**src/rtl/edp_mdu_pkg.sv**
```systemverilog
`default_nettype none
// ============================================================================
//  Module      : edp_mdu_pkg
//  Description : Shared types for the EBOX multiply/divide unit: controller
//                state encoding, operation encoding and op decode helper.
//  Revision    : 1.0 - initial release
// ============================================================================
package edp_mdu_pkg;

   // Controller states; DONE is a single-cycle result strobe state
   typedef enum logic [1:0] {
      ST_IDLE = 2'd0,
      ST_RUN  = 2'd1,
      ST_FIX  = 2'd2,
      ST_DONE = 2'd3
   } state_e;

   // Operation encoding as presented on the op port
   typedef enum logic [1:0] {
      OP_MULU = 2'b00,
      OP_MULS = 2'b01,
      OP_DIVU = 2'b10,
      OP_RSVD = 2'b11
   } op_e;

   // The reserved code executes as this operation
   localparam op_e OP_RSVD_DEFAULT = OP_MULU;

   // Map the raw op field to the operation actually executed. When the
   // divide path is not built, a divide request degrades to unsigned multiply.
   function automatic op_e decode_op(input logic [1:0] raw, input logic div_en);
      op_e res;
      case (raw)
         2'b00:   res = OP_MULU;
         2'b01:   res = OP_MULS;
         2'b10:   res = div_en ? OP_DIVU : OP_MULU;
         default: res = OP_RSVD_DEFAULT;
      endcase
      return res;
   endfunction

endpackage
`default_nettype wire

```
**src/rtl/edp_mdu_addsub.sv**
```systemverilog
`default_nettype none
// ============================================================================
//  Module      : edp_mdu_addsub
//  Description : N-bit adder/subtractor with carry-out. Subtraction is
//                performed as a + ~b + 1, so co_o is the inverted borrow.
//  Revision    : 1.0 - initial release
// ============================================================================
module edp_mdu_addsub #(
   parameter int N = 37
) (
   input  logic [N-1:0] a_i,
   input  logic [N-1:0] b_i,
   input  logic         sub_i,
   output logic [N-1:0] s_o,
   output logic         co_o
);

   logic [N-1:0] b_x;

   // Conditionally complement the second operand; sub_i doubles as carry-in
   assign b_x = sub_i ? ~b_i : b_i;

   assign {co_o, s_o} = {1'b0, a_i} + {1'b0, b_x} + {{N{1'b0}}, sub_i};

endmodule
`default_nettype wire

```
**src/rtl/edp_mdu.sv**
```systemverilog
`default_nettype none
// ============================================================================
//  Module      : edp_mdu
//  Description : Iterative EBOX multiply/divide unit. One shift/add
//                (multiply) or shift/subtract (non-restoring divide) step per
//                clock, sharing a single W+1-bit adder and one 2W+1-bit
//                partial product / partial remainder register.
//                Optional divide path: define EDP_MDU_DIV_EN to build it
//                (FIX state, no-divide detection). Without it, op=10 runs as
//                an unsigned multiply and ndv stays 0.
//  Revision    : 1.0 - initial release
// ============================================================================
module edp_mdu
   import edp_mdu_pkg::*;
#(
   parameter int W  = 36,
   parameter int CW = $clog2(W + 1)
) (
   input  logic         clk,
   input  logic         reset,
   input  logic         start,
   input  logic [1:0]   op,
   input  logic [W-1:0] a_hi,
   input  logic [W-1:0] a_lo,
   input  logic [W-1:0] b,
   output logic         busy,
   output logic         done,
   output logic [W-1:0] hi,
   output logic [W-1:0] lo,
   output logic         ndv
);

`ifdef EDP_MDU_DIV_EN
   localparam logic C_DIV_EN = 1'b1;
`else
   localparam logic C_DIV_EN = 1'b0;
`endif

   // ------------------------------------------------------------------------
   // State
   // ------------------------------------------------------------------------
   state_e        state_q;
   op_e           op_q;        // operation latched at start
   logic [CW-1:0] cnt_q;       // remaining RUN steps
   logic [W-1:0]  opnd_q;      // multiplicand (multiply) or divisor (divide)
   logic          busy_q;
   logic          done_q;
   logic          ndv_q;

   // Layout of p_q:
   //   multiply : {partial product high (W+1, signed for op=01), multiplier/product low (W)}
   //   divide   : {partial remainder (W+1, two's complement), dividend low/quotient (W)}
   logic [2*W:0]  p_q;
   logic [2*W:0]  p_d;

   // ------------------------------------------------------------------------
   // Combinational helpers
   // ------------------------------------------------------------------------
   op_e           op_sel;
   logic          no_div;
   logic          last_step;
   logic [W:0]    add_a;
   logic [W:0]    add_b;
   logic [W:0]    add_s;
   logic          add_sub;
   logic          add_co;
   logic [W:0]    mul_sum;
   logic          mul_ext;

   assign op_sel    = decode_op(op, C_DIV_EN);
   assign last_step = (cnt_q == CW'(1));

`ifdef EDP_MDU_DIV_EN
   // A divide whose quotient cannot fit W bits (or b==0) is refused up front
   assign no_div = (op_sel == OP_DIVU) && ((b == '0) || (a_hi >= b));
`else
   logic unused_a_hi;
   assign no_div      = 1'b0;
   assign unused_a_hi = ^a_hi;
`endif

   // Select adder operands for the current step
   always_comb begin
      add_a   = p_q[2*W:W];
      add_b   = {1'b0, opnd_q};
      add_sub = 1'b0;
      if (op_q == OP_MULS) begin
         // Signed multiply: the multiplier's sign bit carries weight -2^(W-1),
         // so its partial product is subtracted on the final step.
         add_b   = {opnd_q[W-1], opnd_q};
         add_sub = last_step;
      end
`ifdef EDP_MDU_DIV_EN
      if ((state_q == ST_RUN) && (op_q == OP_DIVU)) begin
         // Shift remainder left, pulling in the next dividend bit; subtract
         // when the remainder is non-negative, add back when negative.
         add_a   = {p_q[2*W-1:W], p_q[W-1]};
         add_sub = ~p_q[2*W];
      end
      // FIX uses the defaults: remainder + {0, divisor}
`endif
   end

   edp_mdu_addsub #(
      .N (W + 1)
   ) u_addsub (
      .a_i   (add_a),
      .b_i   (add_b),
      .sub_i (add_sub),
      .s_o   (add_s),
      .co_o  (add_co)
   );

   // Next value of the partial product / remainder register
   always_comb begin
      p_d     = p_q;
      // Multiply accumulates only when the current multiplier bit is set
      mul_sum = p_q[0] ? add_s : p_q[2*W:W];
      // Bit shifted into the top: sign for signed, carry-out for unsigned
      mul_ext = (op_q == OP_MULS) ? mul_sum[W] : (p_q[0] & add_co);
      case (state_q)
         ST_IDLE: begin
            if (start) begin
               p_d = {{(W + 1){1'b0}}, b};
`ifdef EDP_MDU_DIV_EN
               // Also the hold value for a refused divide: hi/lo = a_hi/a_lo
               if (op_sel == OP_DIVU) begin
                  p_d = {1'b0, a_hi, a_lo};
               end
`endif
            end
         end
         ST_RUN: begin
            p_d = {mul_ext, mul_sum, p_q[W-1:1]};
`ifdef EDP_MDU_DIV_EN
            if (op_q == OP_DIVU) begin
               // Quotient bit is 1 when the new remainder is non-negative
               p_d = {add_s, p_q[W-2:0], ~add_s[W]};
            end
`endif
         end
`ifdef EDP_MDU_DIV_EN
         ST_FIX: begin
            if (p_q[2*W]) begin
               p_d = {add_s, p_q[W-1:0]};
            end
         end
`endif
         default: ;
      endcase
   end

   // Partial product / remainder register, shifted once per step
   always_ff @(posedge clk) begin
      if (reset) begin
         p_q <= '0;
      end else begin
         p_q <= p_d;
      end
   end

   // Controller: state, step counter, operand latch and registered status
   always_ff @(posedge clk) begin
      if (reset) begin
         state_q <= ST_IDLE;
         op_q    <= OP_MULU;
         cnt_q   <= '0;
         opnd_q  <= '0;
         busy_q  <= 1'b0;
         done_q  <= 1'b0;
         ndv_q   <= 1'b0;
      end else begin
         case (state_q)
            ST_IDLE: begin
               done_q <= 1'b0;
               if (start) begin
                  op_q   <= op_sel;
                  opnd_q <= (op_sel == OP_DIVU) ? b : a_lo;
                  busy_q <= 1'b1;
                  ndv_q  <= no_div;
                  if (no_div) begin
                     state_q <= ST_DONE;
                     done_q  <= 1'b1;
                     cnt_q   <= '0;
                  end else begin
                     state_q <= ST_RUN;
                     cnt_q   <= CW'(W);
                  end
               end
            end
            ST_RUN: begin
               cnt_q <= cnt_q - CW'(1);
               if (last_step) begin
`ifdef EDP_MDU_DIV_EN
                  if (op_q == OP_DIVU) begin
                     state_q <= ST_FIX;
                  end else begin
                     state_q <= ST_DONE;
                     done_q  <= 1'b1;
                  end
`else
                  state_q <= ST_DONE;
                  done_q  <= 1'b1;
`endif
               end
            end
`ifdef EDP_MDU_DIV_EN
            ST_FIX: begin
               state_q <= ST_DONE;
               done_q  <= 1'b1;
            end
`endif
            ST_DONE: begin
               state_q <= ST_IDLE;
               busy_q  <= 1'b0;
               done_q  <= 1'b0;
            end
            default: begin
               state_q <= ST_IDLE;
               busy_q  <= 1'b0;
               done_q  <= 1'b0;
            end
         endcase
      end
   end

   assign busy = busy_q;
   assign done = done_q;
   assign hi   = p_q[2*W-1:W];
   assign lo   = p_q[W-1:0];
   assign ndv  = ndv_q;

endmodule
`default_nettype wire

```
**config.mk**
```make
export PLATFORM = sky130hd
export DESIGN_NAME = edp_mdu
export DESIGN_NICKNAME = d
export VERILOG_FILES = /design/src/rtl/edp_mdu_pkg.sv /design/src/rtl/edp_mdu_addsub.sv /design/src/rtl/edp_mdu.sv
export SDC_FILE = /design/constraint.sdc
export NUM_CORES = 1
export LEC_CHECK = 0
export BUFFER_PORTS_ARGS = -buffer_cell sky130_fd_sc_hd__clkbuf_2
export CAP_MARGIN = 20
export CORE_MARGIN = 5
export CORE_UTILIZATION = 55
export DETAILED_ROUTE_END_ITERATION = 12
export GPL_TIMING_DRIVEN = 0
export HOLD_SLACK_MARGIN = 0.15
export PLACE_DENSITY = 0.94
export SLEW_MARGIN = 40
export SYNTH_ARGS = -nofsm -noshare
export SYNTH_HDL_FRONTEND = slang
export SYNTH_SLANG_ARGS = --single-unit
```
**constraint.sdc**
```tcl
create_clock -name clk -period 5.6 [get_ports clk]
set_input_delay 0.56 -clock clk [delete_from_list [all_inputs] [get_ports clk]]
set_output_delay 0.56 -clock clk [all_outputs]
set_load 0.05 [all_outputs]
```
== Yosys cells after proc, flatten, opt, wreduce, memory -nomap -nowiden ==
Cells that the tools add are included.

* $add $sub $neg: 3
* Equal/unequal tests: 7
* Mux-type cells: 16
* Bitwise gates (word level): 3
* Reductions and logical operators: 7

{| class="wikitable"
|+ Operator list
! cell !! count
|-
| $pmux 73 s2 || 1
|-
| $mux 37 || 3
|-
| $mux 73 || 1
|-
| $add 37x37->38 || 1
|-
| $add 38x1->38 || 1
|-
| $not 37->37 || 1
|-
| $mux 36 || 1
|-
| $pmux 6 s2 || 1
|-
| $reduce_and 2->1 || 4
|-
| $eq 2x1->1 const B || 3
|-
| $eq 6x1->1 const B || 1
|-
| $mux 6 || 1
|-
| $sub 6x1->6 const B || 1
|-
| $mux 1 || 4
|-
| $mux 2 || 2
|-
| $ne 2x2->1 const B || 2
|-
| $pmux 2 s2 || 1
|-
| $eq 2x2->1 const B || 1
|-
| $logic_not 2->1 || 1
|-
| $pmux 1 s2 || 1
|-
| $reduce_bool 2->1 || 1
|-
| $reduce_or 2->1 || 1
|-
| $and 1x1->1 || 1
|-
| $not 1->1 || 1
|}

* Register bits: 121
* Input bits: 113
* Output and inout bits: 75

== Logic depth before layout (Yosys ltp) ==
* Word-level depth: 9
* Depth in mapped cells: 18

== By module ==
Synthesis repeated with hierarchy kept, for this count alone.

* Cells, all modules: 995
* Area, all modules: 7,926.4 um^2

{| class="wikitable"
|+ Modules (own cells, without submodules)
! module !! instances !! cells an instance !! area each (um^2) !! sequential area each (um^2)
|-
| edp_mdu || 1 || 656 || 5,489.0 || 2,402.3
|-
| edp_mdu_addsub || 1 || 339 || 2,437.3 || 0.0
|}

== Worst setup path after synthesis ==
OpenSTA, ideal clock, no wires.

* Kind: register to register
* Start point: register cnt_q[1]
* End point: register p_q[69]
* Arrival: 3.929 ns
* Slack: 1.570 ns
* Cell stages (with the launch flop): 17
* Path buffers: 1
* Clock period less this slack: 4.030 ns
* Cell sequence: dfxtp_1 inv_1 ha_1 or4b_4 nor2_1 nand2_1 clkbuf_1 xnor2_1 ha_1 a21o_1 a21oi_1 a211o_1 a31oi_1 a21oi_1 o41ai_1 a21oi_1 o41ai_1

* Word-level cells in the longest chain between the ends: 7

{| class="wikitable"
|+ RTL lines
! item !! line !! text
|-
| from (decl) || edp_mdu.sv:44 || <nowiki>logic [CW-1:0] cnt_q;</nowiki>
|-
| from (signal assigned) || edp_mdu.sv:187 || <nowiki>cnt_q <= CW'(W);</nowiki>
|-
| from (signal assigned) || edp_mdu.sv:192 || <nowiki>cnt_q <= cnt_q - CW'(1);</nowiki>
|-
| $eq 6x1->1 (*) || edp_mdu.sv:71 || <nowiki>assign last_step = (cnt_q == CW'(1));</nowiki>
|-
| $mux 1 (*) || edp_mdu.sv:87 || <nowiki>if (op_q == OP_MULS) begin</nowiki>
|-
| $mux 37 || edp_mdu_addsub.sv:21 || <nowiki>assign b_x = sub_i ? ~b_i : b_i;</nowiki>
|-
| $add 37x37->38 || edp_mdu_addsub.sv:23 || <nowiki>assign {co_o, s_o} = {1'b0, a_i} + {1'b0, b_x} + {{N{1'b0}}, sub_i};</nowiki>
|-
| $add 38x1->38 (*) || edp_mdu_addsub.sv:23 ||
|-
| $mux 37 (*) || edp_mdu.sv:118 || <nowiki>mul_sum = p_q[0] ? add_s : p_q[2*W:W];</nowiki>
|-
| $pmux 73 s2 (*) || edp_mdu.sv:121 || <nowiki>case (state_q)</nowiki>
|-
| to (signal assigned) || edp_mdu.sv:158 || <nowiki>p_q <= p_d;</nowiki>
|-
| to (decl) || edp_mdu.sv:53 || <nowiki>logic [2*W:0] p_q;</nowiki>
|}

Every way passes the cells marked *; elsewhere a longest branch is shown, timed or not.
A chain may end at the register's enable or synchronous reset.

== Worst setup path after layout ==
Ends and elaborated chain as after synthesis.

==> metrics.csv <==
metric,value,unit
status,"complete, no violations",
nNetsFinal,1280,
critical_path_class,register to register,
leakage,4.30,nW
postLayoutCoreUtil,67.5,%
synthFlopType,dfxtp_1,
die_h,128,um
die-area,16500,um^2
initial_core_util,55.8,%
crit_arrival,5.29,ns
hold_path_end,opnd_q[25],
place_congestion,0.923,
min-delay-start,a_lo[25],
root_buffer,clkbuf_16,
drv_cap,0,
vias,7483,
io_pins,188,
fin_crit_sh,89.0,%
hpwl,16000,um
drv_slew,0,
syn_area,7710,um^2
fmax,0.201,GHz
r2r_slack,0.62,ns
cts_tree,done,
viasPerCell,5.67,
async_flop_share,0,%
setup_viol,0,
h-tree-depth,4,
power_density,282,nW/um^2
grt_pass1_vias,7572,
r2r_start,cnt_q[1],
relSlewSlack,47.7,%
synth_edf_count,0,
tightest_slew,0.785,ns
ctsHoldBuffers,0,
drc,0,
antenna_found_initial,0,
grt_max_degree,17,
postCtsSetupBuffers,0,
start_kind,register,
drtPass1Iterations,5,
setup_ws,0.617,ns
cts-buffers-inserted,17,
core.rowCount,43,
clk_pin_slew_worst_paths,0.05,ns
overflow,0,
clockBufferDepth,2,
synth.distinct_cells,57,
pre_cts_ws,0.617,ns
coreArea,13800,um^2
wirelength,21700,um
grt_use_total,26.5,%
synth_nets,1111,
timing.rr.end,p_q[69],
die_w,128,um
rsz0062_at_grt,false,
cts.sinks,120,
ys_warn_count,0,
final.setup.tns,0,ns
reg2regPathDepth,16,
final_hold_viol_count,0,
yosysSeqAreaShare,31.2,%
io_buffers,150,
synthCells,958,
ys_ff_latch,120,
fin_skew,0.0118,ns
worstHoldPathType,input port to register,
avgRoutedWirePerCell,16.4,um
post_cts_resized,0,
drive_gt1_share,23.8,%
cp-end-kind,register,
cp_max_fo,10,
cp.required,5.91,ns
ant_nets,0,
holdPathStages,3,
syn-mean-instance-area,8.05,um^2
clock_latency,0.42,ns
drtIter0Drc,674,
diodes,0,
power,2.63,mW
synthToLayoutAreaGrowth,20.9,%
fin_crit,4.98,ns
vdd_drop_max,0.213,mV
grt_pass1_wl,35400,um
[sequential cells by signal, indices dropped and copies added (netlist names)]
register and cells:
busy 1, cnt_q 6, done 1, op_q 1, opnd_q 36, p_q 73
state_q 2
[cell usage after synthesis, types with 8 or more instances]
| cell type | n | area (um^2) |
|---|---|---|
| a22oi_1 | 20 | 150 |
| nor3_1 | 13 | 65.1 |
| dfxtp_1 | 120 | 2400 |
| nand4_1 | 12 | 75.1 |
| o21ai_0 | 40 | 200 |
| buf_1 | 8 | 30.0 |
| nand2_1 | 127 | 477 |
| ha_1 | 39 | 488 |
| buf_4 | 73 | 548 |
| mux2i_1 | 39 | 390 |
| nor2_1 | 70 | 263 |
| inv_1 | 17 | 63.8 |
| clkbuf_1 | 55 | 206 |
| nand3_1 | 13 | 65.1 |
| a21oi_1 | 86 | 430 |
| a21o_1 | 23 | 173 |
| xnor2_1 | 51 | 447 |
| a211oi_1 | 31 | 233 |
| o21ai_1 | 11 | 55.1 |
| o221a_2 | 8 | 90.1 |
| xor2_1 | 18 | 158 |
[metrics by stage]
stage,instance area (um^2),cells,hold WS (ns)
after global routing,9330,1320,0.367
after CTS,9330,1320,0.347
after global placement,8690,1288,0.456
final,9330,1320,0.360
after floorplan,7710,958,0.448
after detailed placement,8690,1288,0.459
[placed cells by master (no fill, tap or decap), types with 13 or more instances in the layout]
| master | instances |
|---|---|
| a211oi_1 | 31 |
| xnor2_1 | 51 |
| xor2_1 | 18 |
| dfxtp_1 | 120 |
| nor3_1 | 13 |
| a21oi_1 | 86 |
| nand2_1 | 127 |
| nor2_1 | 70 |
| clkbuf_1 | 58 |
| nand3_1 | 13 |
| o21ai_0 | 40 |
| clkbuf_16 | 17 |
| mux2i_1 | 39 |
| buf_4 | 73 |
| clkbuf_2 | 151 |
| a22oi_1 | 20 |
| ha_1 | 39 |
| a21o_1 | 23 |
| inv_1 | 17 |
[critical path: stages, from the launching register on]
cell and delay [ns]:
dfxtp_1 0.33, inv_1 0.09, ha_1 0.14, or4b_4 0.47, nor2_1 0.16, nand2_1 0.33
clkbuf_1 0.46, xnor2_1 0.27, ha_1 0.32, clkbuf_1 0.32, a21o_1 0.22, nor4_1 0.07
a31oi_1 0.39, a21oi_1 0.26, o41ai_1 0.50, a21oi_1 0.21, o41ai_1 0.34
[layout make-up]
cell class / instances / area, um^2
fill: 1114 / 4500
multi-input combinational: 682 / 4450
buffer: 136 / 786
clock buffer: 23 / 468
tap: 180 / 225
clock inverter: 9 / 170
timing repair buffer: 150 / 751
inverter: 20 / 75.1
sequential: 120 / 2400
[cells by family (layout without fill, tap and decap cells)]
group	count (synthesis)	after routing	share of synthesized area (%)
AND/OR/NAND/NOR	257	257	14.3
adder cells (fa/ha/maj)	40	40	6.59
AO/OA/AOI/OAI	276	276	23.8
other	1	1	0.0486
XOR/XNOR	69	69	7.84
flip-flops	120	120	31.2
buffers and inverters	156	338	11.1
multiplexers	39	39	5.06
[metal layers]
metal  up-vias  global-route usage, %  share of wire [%]
met3        70                   7.80                8.4
met4         0                   11.9                3.5
met5         -                      0                  0
met1      3438                   31.1                 41
met2       332                   44.6                 47
li1       3643                      -                  -
[where the power goes]
group	internal (mW)	leakage, nW	switching (mW)	total [mW]
clock network	0.810	0.315	0.391	1.20
registers	0.905	0.984	0.0443	0.950
logic	0.176	3.00	0.306	0.483
total	1.89	4.30	0.742	2.63
[worst max-delay path by stage]
stage,start,to,slack [ns],depth (start not counted)
detailed placement,cnt_q[1],p_q[69],0.62,16
global placement,cnt_q[1],p_q[69],0.68,16
finish,cnt_q[1],p_q[69],0.62,16
CTS,cnt_q[1],p_q[69],0.56,16
global route,cnt_q[1],p_q[65],0.26,17
floorplan,cnt_q[1],p_q[69],1.57,16
(Power assumes the default switching activity.)
